`src/rtl/uart_tx_fifo.sv`:
```
// Parametrised UART transmitter with an input FIFO and valid/ready handshake.
// Optional `UART_TX_FIFO_CTS_EN adds a synchronised active-low clear-to-send input.
module uart_tx_fifo #(
  parameter int CLK_FREQ   = 27_000_000,
  parameter int BAUD_RATE  = 9600,
  parameter int DATA_BITS  = 8,
  parameter int PARITY     = 0,
  parameter int STOP_BITS  = 1,
  parameter int FIFO_DEPTH = 4
) (
  input  logic                          clk,
  input  logic                          rst,
  input  logic                          in_valid,
  input  logic [DATA_BITS-1:0]          in_data,
`ifdef UART_TX_FIFO_CTS_EN
  input  logic                          cts_n,
`endif
  output logic                          in_ready,
  output logic                          tx_pin,
  output logic                          busy,
  output logic                          idle,
  output logic [$clog2(FIFO_DEPTH):0]   level
);

  localparam int CYCLE = CLK_FREQ / BAUD_RATE;
  localparam int CW    = (CYCLE > 1) ? $clog2(CYCLE) : 1;
  localparam int AW    = $clog2(FIFO_DEPTH);

  localparam logic [CW-1:0] CYC_LAST  = CW'(CYCLE - 1);
  localparam logic [3:0]    DATA_LAST = 4'(DATA_BITS - 1);
  localparam logic [3:0]    STOP_LAST = 4'(STOP_BITS - 1);
  localparam logic [AW:0]   FULL_CNT  = (AW + 1)'(FIFO_DEPTH);
  localparam logic          PAR_ODD   = (PARITY == 1);

  generate
    if (DATA_BITS < 5 || DATA_BITS > 9) begin : g_bad_data_bits
      $error("uart_tx_fifo: DATA_BITS must be in 5..9");
    end
    if (PARITY < 0 || PARITY > 2) begin : g_bad_parity
      $error("uart_tx_fifo: PARITY must be 0, 1 or 2");
    end
    if (STOP_BITS != 1 && STOP_BITS != 2) begin : g_bad_stop_bits
      $error("uart_tx_fifo: STOP_BITS must be 1 or 2");
    end
    if (FIFO_DEPTH < 2 || (FIFO_DEPTH & (FIFO_DEPTH - 1)) != 0) begin : g_bad_depth
      $error("uart_tx_fifo: FIFO_DEPTH must be a power of two >= 2");
    end
    if (CYCLE < 1) begin : g_bad_cycle
      $error("uart_tx_fifo: CLK_FREQ / BAUD_RATE must be at least 1");
    end
  endgenerate

  typedef enum logic [2:0] {S_IDLE, S_START, S_DATA, S_PARITY, S_STOP} state_t;

  state_t                state, state_nxt;
  logic [CW-1:0]         baud_cnt;
  logic                  baud_tick;
  logic [3:0]            bit_cnt;
  logic [DATA_BITS-1:0]  sreg, sreg_nxt;
  logic                  par_q, par_nxt;
  logic                  tx_d;
  logic                  cts_ok;

  logic [DATA_BITS-1:0]  mem [FIFO_DEPTH];
  logic [AW-1:0]         wr_ptr, rd_ptr;
  logic [AW:0]           count;
  logic                  full, empty, push, pop;
  logic [DATA_BITS-1:0]  pop_data;

  // ---------------- FIFO ----------------
  assign full     = (count == FULL_CNT);
  assign empty    = (count == '0);
  assign in_ready = !rst && !full;
  assign push     = in_valid && in_ready;
  // An empty FIFO can only be popped by the STOP chain on a same-cycle push: bypass the word.
  assign pop_data = empty ? in_data : mem[rd_ptr];

  always_ff @(posedge clk) begin
    if (push) mem[wr_ptr] <= in_data;
  end

  always_ff @(posedge clk) begin
    if (rst) begin
      wr_ptr <= '0;
      rd_ptr <= '0;
      count  <= '0;
    end else begin
      if (push) wr_ptr <= wr_ptr + AW'(1);
      if (pop)  rd_ptr <= rd_ptr + AW'(1);
      case ({push, pop})
        2'b10:   count <= count + (AW + 1)'(1);
        2'b01:   count <= count - (AW + 1)'(1);
        default: count <= count;
      endcase
    end
  end

  // ---------------- flow control ----------------
`ifdef UART_TX_FIFO_CTS_EN
  logic [1:0] cts_sync;
  always_ff @(posedge clk) begin
    if (rst) cts_sync <= 2'b11;
    else     cts_sync <= {cts_sync[0], cts_n};
  end
  assign cts_ok = !cts_sync[1];
`else
  assign cts_ok = 1'b1;
`endif

  // ---------------- bit timing ----------------
  assign baud_tick = (baud_cnt == CYC_LAST);

  always_ff @(posedge clk) begin
    if (rst || state == S_IDLE) baud_cnt <= '0;
    else if (baud_tick)         baud_cnt <= '0;
    else                        baud_cnt <= baud_cnt + CW'(1);
  end

  // Counts data bits in DATA and stop bits in STOP; cleared on every state change.
  always_ff @(posedge clk) begin
    if (rst || state != state_nxt) bit_cnt <= '0;
    else if (baud_tick)            bit_cnt <= bit_cnt + 4'd1;
  end

  // ---------------- FSM ----------------
  always_ff @(posedge clk) begin
    if (rst) state <= S_IDLE;
    else     state <= state_nxt;
  end

  always_comb begin
    state_nxt = state;
    case (state)
      S_IDLE:   if (!empty && cts_ok) state_nxt = S_START;
      S_START:  if (baud_tick) state_nxt = S_DATA;
      S_DATA:   if (baud_tick && bit_cnt == DATA_LAST)
                  state_nxt = (PARITY != 0) ? S_PARITY : S_STOP;
      S_PARITY: if (baud_tick) state_nxt = S_STOP;
      S_STOP:   if (baud_tick && bit_cnt == STOP_LAST)
                  state_nxt = ((!empty || push) && cts_ok) ? S_START : S_IDLE;
      default:  state_nxt = S_IDLE;
    endcase
  end

  // Output decode looks at the next state so tx_pin can be registered without a bit of lag.
  always_comb begin
    pop      = (state_nxt == S_START) && (state != S_START);
    sreg_nxt = sreg;
    par_nxt  = par_q;
    if (pop) begin
      sreg_nxt = pop_data;
      par_nxt  = (^pop_data) ^ PAR_ODD;
    end else if (state == S_DATA && baud_tick) begin
      sreg_nxt = sreg >> 1;
    end
    case (state_nxt)
      S_START:  tx_d = 1'b0;
      S_DATA:   tx_d = sreg_nxt[0];
      S_PARITY: tx_d = par_nxt;
      default:  tx_d = 1'b1;
    endcase
  end

  always_ff @(posedge clk) begin
    if (rst) begin
      sreg   <= '0;
      par_q  <= 1'b0;
      tx_pin <= 1'b1;
    end else begin
      sreg   <= sreg_nxt;
      par_q  <= par_nxt;
      tx_pin <= tx_d;
    end
  end

  assign busy  = (state != S_IDLE);
  assign idle  = (state == S_IDLE) && empty;
  assign level = count;

endmodule

```
`config.mk`:
```
export PLATFORM = sky130hd
export DESIGN_NAME = uart_tx_fifo
export DESIGN_NICKNAME = d
export VERILOG_FILES = /design/src/rtl/uart_tx_fifo.sv
export SDC_FILE = /design/constraint.sdc
export NUM_CORES = 1
export LEC_CHECK = 0
export BUFFER_PORTS_ARGS = -buffer_cell sky130_fd_sc_hd__clkbuf_2
export CORE_MARGIN = 2
export CORE_UTILIZATION = 35
export CTS_CLUSTER_DIAMETER = 30
export DETAILED_ROUTE_END_ITERATION = 8
export PLACE_DENSITY = 0.49
export SYNTH_ARGS = -nofsm -noshare
export SYNTH_HDL_FRONTEND = slang
export SYNTH_SLANG_ARGS = --single-unit
```
`constraint.sdc`:
```
create_clock -name clk -period 3.02 [get_ports clk]
set_clock_uncertainty 0.15 [all_clocks]
set_input_delay 0 -clock clk [delete_from_list [all_inputs] [get_ports clk]]
set_output_delay 0 -clock clk [all_outputs]
set_load 0.05 [all_outputs]
```
# After elaboration in Yosys (flattened, before gate mapping)
# Memory sizes are Yosys's and may differ from the RTL's. A register that Yosys moved wholly into a read port is not among the register bits.
# Cells that the tools add are included.
# op_classes
n_addsub,6
mux,17
n_eq_ne,14
reduce_logical,21
# ops
operator,count
8-bit two-way mux,3
3-bit two-way mux,5
3-bit one-hot mux with 5 select lines,1
12-bit by 1-bit adder with 12-bit output (second input constant),1
12-bit equality test (second input constant),1
3-bit by 2-bit equality test with 1-bit output (second input constant),4
8-bit parity,1
1-bit logical AND,7
3-bit by 1-bit equality test with 1-bit output (second input constant),2
3-bit equality test (second input constant),2
3-bit logical NOT,2
3-bit one-hot mux with 2 select lines,1
2-bit by 1-bit adder with 2-bit output (second input constant),2
4-bit by 1-bit adder with 4-bit output (second input constant),1
4-bit by 3-bit equality test with 1-bit output (second input constant),1
4-bit logical NOT,1
1-bit two-way mux,4
2-bit two-way mux,2
2-bit nonzero test,2
3-bit by 1-bit adder with 3-bit output (second input constant),1
1-bit logical NOT,3
1-bit logical OR,3
3-bit by 1-bit != test with 1-bit output (second input constant),1
3-bit != test,1
other kinds (6),6
# word_totals
n_memories,1
out_inout_bits,7
ram_bits,32
register_bits,36
# mem_list
name,words,width,read_ports,rd_clocked_by_memory_dff,write_ports,line_no,text
mem,4,8,1,1,1,64,logic [DATA_BITS-1:0] mem [FIFO_DEPTH];

# Longest topological paths before layout
# Gate-level depths: netlist of run 1.
# depth
ltp_word,12
depth_mapped,13

# Least setup slack after synthesis of run 1
# OpenSTA, ideal clock, no wires.
# synth_timing
path_type,reg2reg
startpoint,"reg count[0], in the netlist level[0]"
endpoint,"reg count[2], in the netlist level[2]"
setup_ns,0.071
path_buffers,0
stages_incl_launch_ff,11
t_arrival_ns,3.221
slack_ns,-0.422
cell_sequence,dfxtp_1 inv_1 a31oi_1 and2_1 inv_2 ha_1 inv_1 fa_1 xor2_1 or3_1 a21oi_1
# synth_between
elab_chain_cells,12
# synth_lines
item,line_no,text
start: declaration,66,logic [AW:0] count;
start signal: assignment,91,2'b10: count <= count + (AW + 1)'(1);
start signal: assignment,92,2'b01: count <= count - (AW + 1)'(1);
start signal: assignment,93,default: count <= count;
3-bit equality test (*),71,assign full = (count == FULL_CNT);
1-bit logical NOT (*),73,assign in_ready = !rst && !full;
1-bit logical AND (*),73,
named net in_ready,18,"output logic in_ready,"
1-bit logical AND (*),74,assign push = in_valid && in_ready;
1-bit logical OR,140,state_nxt = ((!empty || push) && cts_ok) ? S_START : S_IDLE;
1-bit two-way mux,140,
3-bit two-way mux,139,S_STOP: if (baud_tick && bit_cnt == STOP_LAST)
3-bit one-hot mux with 5 select lines,133,case (state)
3-bit by 1-bit equality test with 1-bit output,147,pop = (state_nxt == S_START) && (state != S_START);
1-bit logical AND,147,
2-bit by 1-bit equality test with 1-bit output or 2-bit equality test (tied branches),90,"case ({push, pop})"
3-bit one-hot mux with 2 select lines or 2-bit nonzero test (tied branches),-,
# Mark *: on every way through the listed nets, which the timed path passes. The rest lies on a longest branch.
# A chain may end at the register's enable or synchronous reset.

# Final worst setup path of run 1
# layout_timing
startpoint,reg baud_cnt[0]
endpoint,"reg count[2], in the netlist level[2]"
# layout_between
elab_chain_cells,8
# layout_lines
item,line_no,text
start: declaration,56,logic [CW-1:0] baud_cnt;
start signal: assignment,116,else baud_cnt <= baud_cnt + CW'(1);
12-bit equality test (*),111,assign baud_tick = (baud_cnt == CYC_LAST);
1-bit logical AND (on tied branches),"139, 136",
3-bit two-way mux (on tied branches),"139, 136",
3-bit one-hot mux with 5 select lines (*),133,
3-bit by 1-bit equality test with 1-bit output (*),147,
1-bit logical AND (*),147,
2-bit by 1-bit equality test with 1-bit output or 2-bit equality test (tied branches),90,
3-bit one-hot mux with 2 select lines or 2-bit nonzero test (tied branches),-,
# Every way passes the cells marked *; elsewhere a longest branch is shown, timed or not.

==> qor.yml, run 1 <==
pwr-share-seq_pct: 36.8
cts_buffers: 9
critPathLaunchType: "register"
syn-num-nets: 313
setup_tns_ps: 0
htreeDepth: 3
pin_count: 18
hpwl_mm: 4.65
antenna_found_initial: 0
grt.total_usage_pct: 13.3
swShare_pct: 38.2
grt_overflow: 0
numClockSinks: 70
fp.coreArea_mm2: 0.00973
clk_pin_slew_ps: 70
clk_path_buf_depth: 2
p_int_mw: 2.05
nets: 347
drv_cap: 0
dp_cells: 439
gp_congestion: 0.747
start_util_pct: 35.8
fmax_mhz: 363
netlist_instances: 293
grt_pass1_wl_mm: 11.3
avgViaCountPerCell: 4.77
p_leak_nw: 1.46
path_common_cell: "ha_1"
synthArstFlopShare_pct: 0
rows: 36
drt_pass1_iterations: 4
synthFlopType: "dfxtp_1"
layout_min_cycle_time_ps: 2760
drv_slew: 0
cp_top_family: "adder cells"
cp_cell_sequence: "ha_1 -> and4_1 -> nand4_1 -> o22a_4 -> inv_8 -> ha_1 -> inv_1 -> fa_1 -> xor2_1 -> or3_1 -> a21oi_1"
synth_edf_count: 32
fin_cells: 465
yosysSeqAreaShare_pct: 49.4
finalSetupViolations: 0
cpPeakStageDelay_ps: 370
path_max_fanout: 6
cts_resized: 0
fill_cells: 960
relSlewSlack_pct: 68.4
syn_area_mm2: 0.00349
wirelength_mm: 6.55
period_share_pct: 91.2
ant_nets: 0
critPathBufInv: 2
utilization_pct: 41.4
clock_latency_ps: 340
p_sw_mw: 1.27
clkPwrFrac_pct: 22.0
ir_worst_vdd_mv: 0.282
synth.avg_cell_area_um2: 11.9
rsz0062_at_grt: "false"
hp-class: "register to register"
report.final.hold_viol_count: 0
area_growth_pct: 15.5
status: "complete, no violations"
drive_above_1_share_pct: 20.2
yosys.area.top_type_share_pct: 27.6
portBuffers: 17
dieArea_mm2: 0.0108
grt_max_degree: 24
cts_tree: "done"
die_w_um: 104
yosys_warnings: 0
crit_slowest_cell: "fa_1"
rrSetupSlack_ps: 260
ys_ff_latch: 70
tightest_slew_ps: 472
n_antenna_cell: 0
end_kind: "register"
criticalPathCategory: "register to register"
root_buffer: "clkbuf_8"
combPwrFrac_pct: 41.2
drc_errors: 0
synthTopCellsByArea: "edfxtp_1 28%, dfxtp_1 22%, xor2_1 6.5%, mux4_2 4.5%, mux4_1 3.8%"
cp_data_required_time_ps: 3140
cellPowerDensity_mw_per_mm2: 825
synth_cell_types: 49
wl_per_cell_um: 14.1
crit_arrival_ps: 2870
die_y_um: 104
synth_area_leader_cell: "edfxtp_1"
route.vias.total: 2217
drt_iter0_drc: 73
grt_pass1_vias: 2268
-- layout by cell type, fill, tap and decap left out, types with 3 or more instances in the layout --
| cell | netlist | layout |
|---|---|---|
| a311oi_2 | 6 | 6 |
| buf_4 | 0 | 8 |
| ha_1 | 8 | 8 |
| and3_1 | 12 | 12 |
| inv_1 | 9 | 9 |
| o21ai_1 | 4 | 4 |
| clkinvlp_4 | 0 | 3 |
| nand2_1 | 26 | 26 |
| nor2b_1 | 3 | 3 |
| clkbuf_8 | 1 | 9 |
| xnor2_1 | 14 | 14 |
| clkbuf_2 | 0 | 17 |
| dfxtp_1 | 38 | 36 |
| a21oi_1 | 7 | 7 |
| xor2_1 | 26 | 26 |
| o21ai_0 | 4 | 4 |
| dlygate4sd3_1 | 0 | 10 |
| nor3_1 | 4 | 4 |
| mux2_1 | 6 | 6 |
| edfxtp_1 | 32 | 32 |
| nand4_1 | 4 | 4 |
| nor2_1 | 31 | 31 |
| mux4_1 | 5 | 5 |
| nand3b_1 | 4 | 4 |
| mux4_2 | 7 | 7 |
-- synthesized netlist by cell type (3+ instances only) --
| cell | count |
|---|---|
| mux2_1 | 6 |
| xnor2_1 | 14 |
| nor3_1 | 4 |
| nor2_1 | 31 |
| clkbuf_1 | 5 |
| nor2b_1 | 3 |
| buf_2 | 4 |
| a31oi_1 | 3 |
| and3_1 | 12 |
| nand3b_1 | 4 |
| or3_1 | 3 |
| mux4_1 | 5 |
| ha_1 | 8 |
| o21ai_0 | 4 |
| a21oi_1 | 7 |
| nand4_1 | 4 |
| dfxtp_1 | 38 |
| xor2_1 | 26 |
| a311oi_2 | 6 |
| inv_1 | 9 |
| nand2_1 | 26 |
| mux4_2 | 7 |
| o21ai_1 | 4 |
| edfxtp_1 | 32 |
-- final timing paths --
check / cells past startpoint / end / start
worst max-delay path: 11 / level[2]$_SDFFE_PP0P_ / baud_cnt[0]$_SDFF_PP0_
worst min-delay path: 1 / baud_cnt[0]$_SDFF_PP0_ / baud_cnt[0]$_SDFF_PP0_
worst max register to register: 11 / level[2]$_SDFFE_PP0P_ / baud_cnt[0]$_SDFF_PP0_
worst min register to register: 1 / baud_cnt[0]$_SDFF_PP0_ / baud_cnt[0]$_SDFF_PP0_
-- kinds of logic after synthesis --
family	Yosys count	synth area share [%]
and+or+nand+nor	97	14.1
xor gates and xnor gates	41	10.5
buffers and inverters	23	3.80
adders and majority gates	9	3.44
DFF	70	49.4
AOI/OAI and AO/OA	33	8.00
muxes	20	10.8
-- power groups by stage --
stage          Clock [mW]  Combinational [mW]  Sequential [mW]
5_1_grt             0.797                1.51             1.24
3_5_place_dp            0                1.37             1.25
2_1_floorplan           0                1.07             1.28
3_3_place_gp            0                1.37             1.25
6_report            0.731                1.37             1.22
4_1_cts             0.764                1.39             1.23
-- area by class of cell --
type,instances,area [um^2],area share (%)
inverter,11,48.8,1.21
multi-input combinational,200,1650,41.0
clock inverter,6,62.6,1.55
clock buffer,10,128,3.17
timing repair buffer,35,245,6.09
tap,133,166,4.13
sequential,70,1720,42.8
-- routing by layer --
metal / vias up / wire length (um) / track usage [%]
met2: 24 / 3110 / 21.6
met1: 1062 / 3160 / 17.2
met5: - / 0 / 0
li1: 1119 / - / -
met3: 12 / 180 / 3.65
met4: 0 / 91 / 4.34
-- repair_timing --
item / CTS / global route
setup endpoints to repair: 0 / 0
endpoints found under the hold margin: 47 / 0
buffers inserted: 0 / 0
hold buffers: 10 / 0
-- stage by stage --
| stage | hold slack (ps) | instance area [um^2] | worst slack (ps) | power (mW) |
|---|---|---|---|---|
| after global placement | 128 | 3740 | 303 | 2.62 |
| after detailed placement | 130 | 3740 | 234 | 2.62 |
| after CTS | 299 | 4030 | 231 | 3.38 |
| after global routing | 321 | 4030 | 46.1 | 3.55 |
| after floorplan | -87.9 | 3510 | 6.67 | 2.35 |
| final | 302 | 4030 | 265 | 3.32 |
-- state kept, by name, summed over array words and instances, names as in the netlist, named ones only --
name and cells:
baud_cnt 12, mem 32, par_q 1, sreg 8, level 3, tx_pin 1
state 3, bit_cnt 4, wr_ptr 2, rd_ptr 2
Note: power is estimated with default switching activity, not from simulation.
==> run 2: changes to the inputs <==
--- a/config.mk
+++ b/config.mk
@@ -10,7 +10,7 @@
 export CORE_UTILIZATION = 35
 export CTS_CLUSTER_DIAMETER = 30
 export DETAILED_ROUTE_END_ITERATION = 8
-export PLACE_DENSITY = 0.49
+export PLACE_DENSITY_LB_ADDON = 0.12
 export SYNTH_ARGS = -nofsm -noshare
 export SYNTH_HDL_FRONTEND = slang
 export SYNTH_SLANG_ARGS = --single-unit
==> run 2 against run 1 <==
Effect of this change:
- setup slack got worse by 12 ps
- non-clock buffer count is the same
- critical path depth stayed put
- largest power group unchanged
- highest routed layer unchanged
==> qor.yml, run 2 (synthesis gave the netlist of run 1 again) <==
antenna_found_initial: 0
grt.total_usage_pct: 13.1
final_cell_mix: "36 x dfxtp_1, 32 x edfxtp_1, 31 x nor2_1, 26 x nand2_1, 26 x xor2_1"
drv_cap: 0
top_register: "mem"
criticalPathCategory: "register to register"
drt_pass1_iterations: 4
cellPowerDensity_mw_per_mm2: 826
fp.coreArea_mm2: 0.00973
regArea_mm2: 0.00172
critPathLaunchType: "register"
whs_ps: 37.9
ir_worst_vdd_mv: 0.350
multi_input_area_mm2: 0.00165
hp-start: "in_valid"
tightest_slew_ps: 549
period_share_pct: 91.6
rows: 36
utilization_pct: 41.3
relSlewSlack_pct: 63.4
cts_buffers: 9
setup_tns_ps: 0
cp_data_required_time_ps: 3130
r2r-start: "baud_cnt[0]$_SDFF_PP0_"
grt_pass1_wl_mm: 11.3
drive_above_1_share_pct: 20.2
htreeDepth: 3
ant_nets: 0
nets: 347
cts_resized: 0
post-cts-setup-buffers: 0
min_path_cells: 3
place_area_mm2: 0.00374
layout_setup_ws_ps: 253
die_w_um: 104
fill_cells: 965
fin_total_pwr_mw: 3.32
route.vias.total: 2258
hpwl_mm: 4.68
stdcell_area_mm2: 0.00402
start_util_pct: 35.8
avgViaCountPerCell: 4.87
p_int_mw: 2.05
r2r-end: "level[2]$_SDFFE_PP0P_"
drc_errors: 0
pwr-share-seq_pct: 37.4
grt_max_degree: 24
p_sw_mw: 1.27
portBuffers: 17
wl_per_cell_um: 14.3
combPwrFrac_pct: 40.7
n_antenna_cell: 0
drt_iter0_drc: 113
numClockSinks: 70
top_regs: "mem x32, baud_cnt x12, sreg x8"
clock_latency_ps: 340
largest_reg_flops: 32
crit_arrival_ps: 2880
root_buffer: "clkbuf_8"
fmax_mhz: 361
pin_count: 18
dpl_worst_slack_ps: 242
rrSetupSlack_ps: 250
fin_cells: 464
p_leak_nw: 1.46
area_growth_pct: 15.3
hold_end: "wr_ptr[1]$_SDFFE_PP0P_"
dieArea_mm2: 0.0108
cts_tree: "done"
report.final.hold_viol_count: 0
status: "complete, no violations"
hp-class: "input pin to register"
r2r_cells: 11
drv_slew: 0
layout_min_cycle_time_ps: 2770
clk_path_buf_depth: 2
wirelength_mm: 6.62
path_max_fanout: 6
clkPwrFrac_pct: 22.0
dp_cells: 440
gp_congestion: 0.777
clk_pin_slew_ps: 70
rsz0062_at_grt: "false"
die_y_um: 104
layout_commonest_cell: "dfxtp_1"
swShare_pct: 38.3
finalSetupViolations: 0
end_kind: "register"
grt_pass1_vias: 2285
grt_overflow: 0
-- run 2: cell types whose count changed in the layout (fill, tap and decap cells not counted), sizes merged --
cell,delta
inv,+1
clkinvlp,-1
dlygate4sd3,-1
clkbuf,-1
buf,+1
-- run 2: cell type report --
type	count	area share [%]
clock buffers	9	3.08
clock inverters	6	1.56
inverters	11	1.21
multi-input cells	200	41.1
flip-flops and latches	70	42.9
well taps	133	4.14
repair buffers	35	6.04
-- run 2: worst max-delay path, cell delays in order, from the launching register on --
cell	delay, ps
dfxtp_1	350
ha_1	210
and4_1	290
nand4_1	160
o22a_4	300
inv_8	60
ha_1	160
inv_1	60
fa_1	370
xor2_1	150
or3_1	300
a21oi_1	140
-- run 2: worst max path at each step --
stage / endpoint / startpoint / slack [ps]
2_1_floorplan: level[2]$_SDFFE_PP0P_ / level[1]$_SDFFE_PP0P_ / 7
3_3_place_gp: level[2]$_SDFFE_PP0P_ / baud_cnt[0]$_SDFF_PP0_ / 310
3_5_place_dp: level[2]$_SDFFE_PP0P_ / baud_cnt[0]$_SDFF_PP0_ / 240
4_1_cts: level[2]$_SDFFE_PP0P_ / baud_cnt[0]$_SDFF_PP0_ / 240
5_1_grt: level[2]$_SDFFE_PP0P_ / baud_cnt[0]$_SDFF_PP0_ / 90
6_report: level[2]$_SDFFE_PP0P_ / baud_cnt[0]$_SDFF_PP0_ / 250
-- run 2: what timing repair did --
| action | CTS | global route |
|---|---|---|
| setup endpoints to repair | 0 | 0 |
| hold buffers | 9 | 0 |
| hold endpoints to repair | 45 | 0 |
-- run 2: per-layer routing --
layer  vias up  track usage (%)  part of all wire, %
met5         -                0                    0
met4         0             3.19                 0.88
met3         6             4.09                  2.9
met2        25             21.6                   48
met1      1110             16.8                   49
li1       1117                -                    -
-- run 2: power groups by stage --
stage               clock network, mW  registers (mW)  logic (mW)
floorplan                           0            1.28        1.07
global placement                    0            1.27        1.36
detailed placement                  0            1.27        1.36
CTS                             0.754            1.25        1.38
global route                    0.790            1.26        1.48
finish                          0.729            1.24        1.35
